[src/rtl/ibex_multdiv_imd_wb_buffer.sv]
// Intermediate-value registers and result FIFO between ibex_multdiv_fast and writeback.
// Define MULTDIV_IMD_PARITY_EN to add even parity on the imd registers and imd_parity_err_o.
module ibex_multdiv_imd_wb_buffer #(
  parameter int unsigned DEPTH = 2,
  parameter int unsigned IMD_W = 34,
  localparam int unsigned PW = (DEPTH > 1) ? $clog2(DEPTH) : 1,
  localparam int unsigned CW = $clog2(DEPTH + 1)
) (
  input  logic                  clk_i,
  input  logic                  rst_i,
  input  logic                  flush_i,
  input  logic [1:0][IMD_W-1:0] imd_val_d_i,
  input  logic [1:0]            imd_val_we_i,
  output logic [1:0][IMD_W-1:0] imd_val_q_o,
  input  logic                  multdiv_valid_i,
  input  logic [31:0]           multdiv_result_i,
  input  logic [4:0]            multdiv_rd_i,
  output logic                  multdiv_ready_id_o,
  output logic                  wb_valid_o,
  output logic [31:0]           wb_data_o,
  output logic [4:0]            wb_rd_o,
  input  logic                  wb_ready_i,
  output logic [CW-1:0]         count_o
`ifdef MULTDIV_IMD_PARITY_EN
  ,
  output logic                  imd_parity_err_o
`endif
);

  logic [1:0][IMD_W-1:0] r_imd;
  logic [DEPTH-1:0][31:0] r_data;
  logic [DEPTH-1:0][4:0]  r_rd;
  logic [PW-1:0]          r_wptr;
  logic [PW-1:0]          r_rptr;
  logic [CW-1:0]          r_count;

  logic w_full;
  logic w_empty;
  logic w_push;
  logic w_pop;

  // Intermediate registers: flush wins over any same-cycle write.
  always_ff @(posedge clk_i or posedge rst_i) begin
    if (rst_i) begin
      r_imd <= '0;
    end else if (flush_i) begin
      r_imd <= '0;
    end else begin
      for (int k = 0; k < 2; k++) begin
        if (imd_val_we_i[k]) begin
          r_imd[k] <= imd_val_d_i[k];
        end
      end
    end
  end

  assign imd_val_q_o = r_imd;

`ifdef MULTDIV_IMD_PARITY_EN
  logic [1:0] r_par;
  logic       r_par_err;
  logic       w_par_mismatch;

  always_comb begin
    w_par_mismatch = 1'b0;
    for (int k = 0; k < 2; k++) begin
      w_par_mismatch = w_par_mismatch | ((^r_imd[k]) != r_par[k]);
    end
  end

  always_ff @(posedge clk_i or posedge rst_i) begin
    if (rst_i) begin
      r_par     <= '0;
      r_par_err <= 1'b0;
    end else if (flush_i) begin
      r_par     <= '0;
      r_par_err <= 1'b0;
    end else begin
      for (int k = 0; k < 2; k++) begin
        if (imd_val_we_i[k]) begin
          r_par[k] <= ^imd_val_d_i[k];
        end
      end
      r_par_err <= w_par_mismatch;
    end
  end

  assign imd_parity_err_o = r_par_err;
`endif

  // Full/empty come from the occupancy counter; pointers alone are ambiguous.
  assign w_full  = (r_count == CW'(DEPTH));
  assign w_empty = (r_count == '0);
  assign w_push  = multdiv_valid_i & ~w_full & ~flush_i;
  assign w_pop   = ~w_empty & wb_ready_i & ~flush_i;

  always_ff @(posedge clk_i or posedge rst_i) begin
    if (rst_i) begin
      r_data  <= '0;
      r_rd    <= '0;
      r_wptr  <= '0;
      r_rptr  <= '0;
      r_count <= '0;
    end else if (flush_i) begin
      r_wptr  <= '0;
      r_rptr  <= '0;
      r_count <= '0;
    end else begin
      if (w_push) begin
        r_data[r_wptr] <= multdiv_result_i;
        r_rd[r_wptr]   <= multdiv_rd_i;
        r_wptr         <= r_wptr + PW'(1);
      end
      if (w_pop) begin
        r_rptr <= r_rptr + PW'(1);
      end
      unique case ({w_push, w_pop})
        2'b10:   r_count <= r_count + CW'(1);
        2'b01:   r_count <= r_count - CW'(1);
        default: r_count <= r_count;
      endcase
    end
  end

  assign multdiv_ready_id_o = ~w_full;
  assign wb_valid_o         = ~w_empty;
  assign wb_data_o          = w_empty ? 32'h0 : r_data[r_rptr];
  assign wb_rd_o            = w_empty ? 5'h0 : r_rd[r_rptr];
  assign count_o            = r_count;

  a_count_bound : assert property (@(posedge clk_i) disable iff (rst_i)
    r_count <= CW'(DEPTH));

  a_wb_stable : assert property (@(posedge clk_i) disable iff (rst_i)
    (wb_valid_o && !wb_ready_i && !flush_i) |=> ($stable(wb_data_o) && $stable(wb_rd_o)));

  a_no_push_full : assert property (@(posedge clk_i) disable iff (rst_i)
    w_push |-> !w_full);

  // A result offered while full is lost; this marks the protocol violation.
  c_drop_when_full : cover property (@(posedge clk_i) disable iff (rst_i)
    multdiv_valid_i && w_full && !flush_i);

endmodule

[config.mk]
export PLATFORM = sky130hd
export DESIGN_NAME = ibex_multdiv_imd_wb_buffer
export DESIGN_NICKNAME = d
export VERILOG_FILES = /design/src/rtl/ibex_multdiv_imd_wb_buffer.sv
export SDC_FILE = /design/constraint.sdc
export NUM_CORES = 1
export LEC_CHECK = 0
export ABC_AREA = 1
export BUFFER_PORTS_ARGS = -buffer_cell sky130_fd_sc_hd__buf_2
export CAP_MARGIN = 25
export CORE_AREA = 8 8 146 148
export DETAILED_ROUTE_END_ITERATION = 10
export DIE_AREA = 0 0 154 156
export PLACE_DENSITY = 0.6
export SYNTH_ARGS = -nofsm -noshare
export SYNTH_HDL_FRONTEND = slang
export SYNTH_SLANG_ARGS = --single-unit
[constraint.sdc]
create_clock -name clk_i -period 9.9 [get_ports clk_i]
set_input_delay 0.99 -clock clk_i [delete_from_list [all_inputs] [get_ports clk_i]]
set_output_delay 0.99 -clock clk_i [all_outputs]
set_load 0.01 [all_outputs]
[Word-level counts from Yosys, hierarchy flattened]
Cells that the tools add are included.
Storage, ports and cells
  register bits after elaboration: 146
  output and inout bits: 109
  logic and storage cells: 55
Operators by class
  $add $sub $neg: 4
  equality and inequality tests: 3
  order comparisons: 3
  reduce and logical (&&, ||, !) cells: 8
  mux-type cells: 21
  bitwise gates (word level): 7
Operators by type and width (count)
  32-bit two-way mux: 4
  34-bit two-way mux: 2
  68-bit two-way mux: 1
  64-bit bitwise mux: 1
  32-bit demux with 1-bit select: 1
  5-bit two-way mux: 4
  10-bit bitwise mux: 1
  2-bit nonzero test: 4
  5-bit demux with 1-bit select: 1
  1-bit bitwise AND: 4
  2-bit equality test, second input constant: 2
  1-bit by 2-bit less-than comparator with 1-bit output, second input constant: 2
  1-bit two-way mux: 4
  2-bit one-hot mux with 2 select lines: 1
  1-bit NOT: 3
  3-bit nonzero test: 1
  1-bit adder, second input constant: 2
  2-bit by 1-bit adder with 2-bit output, second input constant: 1
  2-bit by 1-bit equality test with 1-bit output, second input constant: 1
  2-bit logical NOT: 1
  2-bit two-way mux: 1
  2-bit AND reduction: 1
  2-bit by 1-bit subtractor with 2-bit output, second input constant: 1
  1-bit greater-or-equal comparator, second input constant: 1
  1-bit logical AND: 1

[Depth between registers and ports, before layout]
Gate-level depths: netlist of run 1.
  depth after elaboration: 7
  depth in mapped cells: 9
  depth with buffers taken out: 8

[Worst setup path after synthesis of run 1]
No wires, ideal clock.
  kind: register to output
  from: reg r_rptr
  to: out wb_data_o[0]
  cell stages (with the launch flop): 6
  slack: 7.757 ns
  required time: 8.910 ns
  path buffers: 2
  arrival: 1.153 ns
  path through: dfrtp_1 -> inv_1 -> buf_2 -> clkbuf_1 -> nand2_1 -> a21oi_1
Between the ends
  word-level cells in the longest chain between the ends: 3
Ends and longest elaborated chain
  start, declared: line 34  | logic [PW-1:0] r_rptr;
  start signal, assigned: line 115  | r_rptr <= r_rptr + PW'(1);
  32-bit two-way mux (implied by the code) (2 in series): line 127  | assign wb_data_o = w_empty ? 32'h0 : r_data[r_rptr];
  32-bit two-way mux: line 127
  end, declared: line 20  | output logic [31:0] wb_data_o,
Every way passes these cells. The select of a mux whose other input is x is not followed.

[Worst setup path in the final report of run 1]
  from: reg r_rptr
  to: out wb_data_o[15]
Same word-level chain as after synthesis.

==> results of run 1 <==
==> cells in the final DEF, fill, tap and decap left out, types with 4 or more instances in the layout <==
master / n
a21oi_1: 37
buf_2: 220
buf_4: 4
clkbuf_16: 17
clkinvlp_4: 4
dfrtp_1: 146
inv_1: 110
nand2_1: 156
nand3_1: 72
o21ai_0: 76
o21ai_1: 20
o21ai_2: 49
==> power by group <==
| part | leakage, nW | internal [mW] | switching (mW) |
|---|---|---|---|
| clock network | 0.278 | 0.395 | 0.246 |
| logic | 2.19 | 0.232 | 0.364 |
| registers | 1.88 | 0.754 | 0.0887 |
==> per-layer routing <==
metal	share of wire (%)	wire length [um]
met2	44	7660
met5	0.075	13
met3	9.4	1620
met4	0.69	120
met1	46	7910
==> worst max-delay path, stage by stage (launching register included) <==
cell and delay (ns):
dfrtp_1 0.37, inv_1 0.45, buf_4 0.38, nand2_1 0.08
a21oi_1 0.17, buf_2 0.17
==> state kept, by name (all words and copies together), names as in the netlist <==
register / count
count_o: 2
r_rd: 10
r_rptr: 1
r_wptr: 1
r_data: 64
imd_val_q_o: 68
==> how the worst max path moves through the flow <==
stage                    start         endpoint  cells after the start
2_1_floorplan            rst_i       count_o[0]                      1
3_3_place_gp   imd_val_we_i[0]  imd_val_q_o[22]                      3
3_5_place_dp   imd_val_we_i[0]   imd_val_q_o[9]                      3
4_1_cts                 r_rptr    wb_data_o[11]                      5
5_1_grt                 r_rptr     wb_data_o[8]                      5
6_report                r_rptr    wb_data_o[15]                      5
==> kinds of logic (layout without fill, tap and decap cells) <==
| family | count (synthesis) | count (layout) | synth area share (%) |
|---|---|---|---|
| flip-flops | 146 | 146 | 55.9 |
| AND/OR/NAND/NOR | 239 | 239 | 15.6 |
| buffers and inverters | 166 | 373 | 11.6 |
| AO/OA/AOI/OAI | 183 | 183 | 16.9 |
==> cell type report <==
| class | instances | area (um^2) |
|---|---|---|
| Clock inverter | 13 | 161 |
| Sequential cell | 146 | 3650 |
| Tap cell | 238 | 298 |
| Fill cell | 1895 | 10700 |
| Multi-Input combinational cell | 422 | 2140 |
| Clock buffer | 18 | 429 |
| Timing Repair Buffer | 228 | 1230 |
| Inverter | 114 | 433 |
==> metrics by stage <==
stage / setup slack, ns / cell area (um^2) / power (mW)
after global placement: 7.12 / 7660 / 1.44
final: 6.88 / 8350 / 2.08
after floorplan: 4.99 / 6530 / 1.25
after global routing: 6.68 / 8350 / 2.23
after CTS: 6.82 / 8250 / 2.11
after detailed placement: 7.13 / 7660 / 1.45
==> impl_metrics.json, run 1 <==
{
  "finalClockSkew_ns": 0.00970,
  "min_to": "r_data[36]",
  "synth_most_common_cell": "nand2_1",
  "path_max_fanout": 23,
  "syn-mean-instance-area_um2": 8.90,
  "clk_pin_slew_ns": 0.06,
  "placedCellCount": 1144,
  "finalSetupViolCount": 0,
  "ys_seq_area_share_pct": 55.9,
  "maxSlewViolCount": 0,
  "rr_startpoint": "count_o[1]",
  "critPathKind": "reg -> out",
  "clock_path_buffers": 2,
  "hp-start": "r_data[36]",
  "cts_made_buffers": 17,
  "synth.ff_latch_count": 146,
  "grt_pass1_vias": 5662,
  "place.gp.congestion": 0.736,
  "leakage_nw": 4.35,
  "drc": 0,
  "fin_crit_sh_pct": 30.5,
  "areaGrowthSynthToFinish_pct": 27.8,
  "grt.overflow.total": 0,
  "rows": 51,
  "die-height_um": 156,
  "synthTopCellsByArea": "dfrtp_1 (56%), nand2_1 (9.0%), o21ai_2 (6.6%), inv_1 (6.4%), o21ai_0 (5.8%)",
  "drtIter0Drc": 262,
  "grt_max_degree": 77,
  "wl_per_cell_um": 14.7,
  "status": "complete, no violations",
  "worstPathRequired_ns": 8.91,
  "period_needed_ns": 3.02,
  "slew_headroom_pct": 33.9,
  "cts_hold_buf": 0,
  "grt.busiest_layer": "met2",
  "io_pins": 221,
  "grt_pass1_wl_mm": 29.1,
  "synth_area_um2": 6530,
  "core_region_area_um2": 19100,
  "die_w_um": 154,
  "hold_depth": 2,
  "track_usage_pct": 14.9,
  "ant_nets": 0,
  "synth_cell_types": 21,
  "cts_resized": 0,
  "syn-num-nets": 846,
  "gr-usage-met1_pct": 19.4,
  "fin_util_pct": 43.8,
  "n_antenna_cell": 0,
  "cp-end-kind": "output port",
  "reg2reg_depth": 6,
  "crit_arrival_ns": 2.03,
  "worstReg2RegEnd": "count_o[0]",
  "portBuffers": 220,
  "async_flop_share_pct": 100,
  "cts_tree": "done",
  "worst_pin_slew_ns": 0.989,
  "totalWireLength_mm": 17.3,
  "drt_first_pass_iters": 4,
  "hold_path.class": "reg -> reg",
  "htreeDepth": 4,
  "use_met3_pct": 6.45,
  "nets": 1041,
  "yosysTopAreaCell": "dfrtp_1",
  "antenna_found_initial": 1,
  "clock-sinks": 146,
  "finalHoldViolCount": 0,
  "synth_ff_type": "dfrtp_1",
  "setup-tns-final_ns": 0,
  "initial_utilization_pct": 34.2,
  "grt.met2_usage_pct": 22.3,
  "drive_above_1_share_pct": 33.6,
  "r2r_slack_ns": 7.97,
  "cap_violations": 0,
  "cts_setup_buffers": 0,
  "yosys_warnings": 0,
  "cts-root-buf": "clkbuf_16",
  "dieArea_um2": 24000,
  "rsz0062_at_grt": "false",
  "max_freq_mhz": 331,
  "dpl.hpwl_mm": 11.8,
  "instances_no_fill": 1179,
  "vias_per_cell": 4.64,
  "cp-start-kind": "flip-flop",
  "netlist_instances": 734,
  "clk_latency_ns": 0.40,
  "synth_edf_count": 0,
  "vias": 5476,
  "vdd_drop_max_uv": 106,
  "synth_common_cells": "nand2_1 (156), dfrtp_1 (146), inv_1 (111)",
  "power.density_nw_per_um2": 249,
  "netlist.area_leader.share_pct": 55.9,
  "whs_ns": 0.481
}
No activity file was read; power rests on OpenSTA's default activity.
==> inputs of run 2 (changes only) <==
- ABC_AREA: 1 -> 0
- CORE_AREA: 8 8 146 148 -> 8 8 143 145
- DIE_AREA: 0 0 154 156 -> 0 0 151 153
- PLACE_DENSITY: 0.6 -> 0.63
- clock period: 9.9 -> 2.6 ns (I/O delays scaled with it)
==> run 2 against run 1 <==
Against the previous run:
- worst setup slack worse by 6.3 ns
- critical path depth is 1 lower
- hold slack worse by 0.45 ns
==> impl_metrics.json, run 2 <==
{
  "ys_seq_area_share_pct": 58.5,
  "place.gp.congestion": 0.750,
  "antenna_found_initial": 1,
  "async_flop_share_pct": 100,
  "synth_edf_count": 0,
  "portBuffers": 220,
  "drt_first_pass_iters": 4,
  "finalHoldViolCount": 0,
  "die_w_um": 151,
  "rows": 50,
  "fin_crit_sh_pct": 76.5,
  "netlist.area_leader.share_pct": 58.5,
  "fillers": 1703,
  "wl_per_cell_um": 16.9,
  "clk_latency_ns": 0.41,
  "largest_reg_flops": 68,
  "max_freq_mhz": 503,
  "finalSetupViolCount": 0,
  "yosys_warnings": 0,
  "multi_input_area_um2": 2420,
  "track_usage_pct": 13.8,
  "synth_cell_types": 23,
  "clk_pin_slew_ns": 0.06,
  "critPathKind": "reg -> out",
  "dp_slack_ns": 0.639,
  "die-height_um": 153,
  "grt_max_degree": 147,
  "cap_violations": 0,
  "synth_most_common_cell": "dfrtp_1",
  "io_pins": 221,
  "htreeDepth": 4,
  "cts_setup_buffers": 0,
  "fin_util_pct": 44.4,
  "vias_per_cell": 4.68,
  "max_stage_delay_ns": 0.47,
  "drive_above_1_share_pct": 46.5,
  "finalClockSkew_ns": 0.00651,
  "crit_arrival_ns": 1.73,
  "syn-num-nets": 596,
  "clock-sinks": 146,
  "power.density_nw_per_um2": 757,
  "setup-tns-final_ns": 0,
  "drc": 0,
  "hold_path.class": "in -> async",
  "nets": 810,
  "initial_utilization_pct": 34.2,
  "final_common_cell": "buf_2",
  "period_needed_ns": 1.99,
  "core_region_area_um2": 18300,
  "yosysTopAreaCell": "dfrtp_1",
  "leakage_nw": 4.17,
  "synth_area_um2": 6250,
  "syn-mean-instance-area_um2": 12.9,
  "totalWireLength_mm": 16.0,
  "dieArea_um2": 23100,
  "synthTopCellsByArea": "dfrtp_1 (58%), mux2i_1 (17%), mux2_2 (13%), nor2_1 (6.4%), clkbuf_1 (0.84%)",
  "maxSlewViolCount": 0,
  "grt_pass1_wl_mm": 25.4,
  "rsz0062_at_grt": "false",
  "vdd_drop_max_uv": 416,
  "cts_hold_buf": 0,
  "cp_cell_sequence": "nor2_4 > buf_4 > nor2_1 > buf_2",
  "path_max_fanout": 38,
  "cts-root-buf": "clkbuf_16",
  "cts_tree": "done",
  "cp-start-kind": "flip-flop",
  "regArea_um2": 3650,
  "slew_headroom_pct": 31.5,
  "drtIter0Drc": 145,
  "areaGrowthSynthToFinish_pct": 29.9,
  "layout_setup_ws_ns": 0.611,
  "cp-end-kind": "output port",
  "mostFrequentLayoutCells": "buf_2 (220), dfrtp_1 (145), mux2i_1 (106), nor2_1 (106), mux2_2 (70)",
  "crit_family": "buffers and inverters",
  "ant_nets": 0,
  "synth_ff_type": "dfrtp_1",
  "cp_num_buf_inv": 2,
  "finalPower_mw": 6.14,
  "grt_pass1_vias": 4922,
  "netlist_instances": 484,
  "vias": 4424,
  "worst_pin_slew_ns": 1.03,
  "status": "complete, no violations",
  "cts_resized": 0,
  "dpl.hpwl_mm": 11.2,
  "synth.ff_latch_count": 146,
  "grt.overflow.total": 0,
  "clock_path_buffers": 2,
  "cts_made_buffers": 17,
  "worstPathRequired_ns": 2.34,
  "synth_common_cells": "dfrtp_1 (146), nor2_1 (107), mux2i_1 (106)",
  "slowest_stage": "dfrtp_1"
}
-- run 2: through the flow --
stage	cells	hold slack [ns]	instance area [um^2]
2_1_floorplan	484	0.395	6250
6_report	945	0.0299	8120
3_3_place_gp	913	0.466	7560
5_1_grt	945	0.0699	8120
3_5_place_dp	913	0.474	7560
4_1_cts	944	0.0510	8120
-- run 2: logic make-up after synthesis --
family	synth area share [%]
mux	30.3
flops	58.5
simple gates	7.51
buf+inv	2.84
compound gates	0.721
xor+xnor	0.140
-- run 2: worst min-delay path: stages --
cell,delay (ns)
buf_2,0.11
clkinvlp_4,0.07
buf_12,0.51
-- run 2: power breakdown --
| part | leakage [nW] | internal [mW] | switching (mW) | total [mW] |
|---|---|---|---|---|
| clock | 0.262 | 1.35 | 0.940 | 2.29 |
| combinational | 2.07 | 0.544 | 0.505 | 1.05 |
| sequential | 1.83 | 2.63 | 0.182 | 2.81 |
-- run 2: cell type report --
class,count,area share (%)
diodes,1,0.0308
clock buffers,21,5.55
clock inverters,10,1.28
inverters,4,0.231
multi-input cells,303,29.9
flip-flops and latches,146,45.0
well taps,234,3.61
repair buffers,226,14.4
-- run 2: metal layers --
metal	up-vias	wire length [um]	global-route usage (%)
met1	2194	6750	16.1
met2	142	7820	23.6
met4	0	267	5.33
met3	15	1130	3.51
met5	-	0	0
li1	2073	-	-
-- run 2: path summary, 6_finish.rpt --
check                                startpoint               to  slack, ns  cells after the start
worst max-delay path                 count_o[1]    wb_data_o[28]       0.61                      4
worst min-delay path                      rst_i  imd_val_q_o[33]       0.03                      3
worst max register to register       count_o[0]       r_data[58]       0.65                      5
worst min register to register       r_data[21]       r_data[21]       0.48                      1
max in group asynchronous                 rst_i          r_rd[2]       1.93                      3
min in group clk_i              multdiv_rd_i[0]          r_rd[0]       0.08                      2
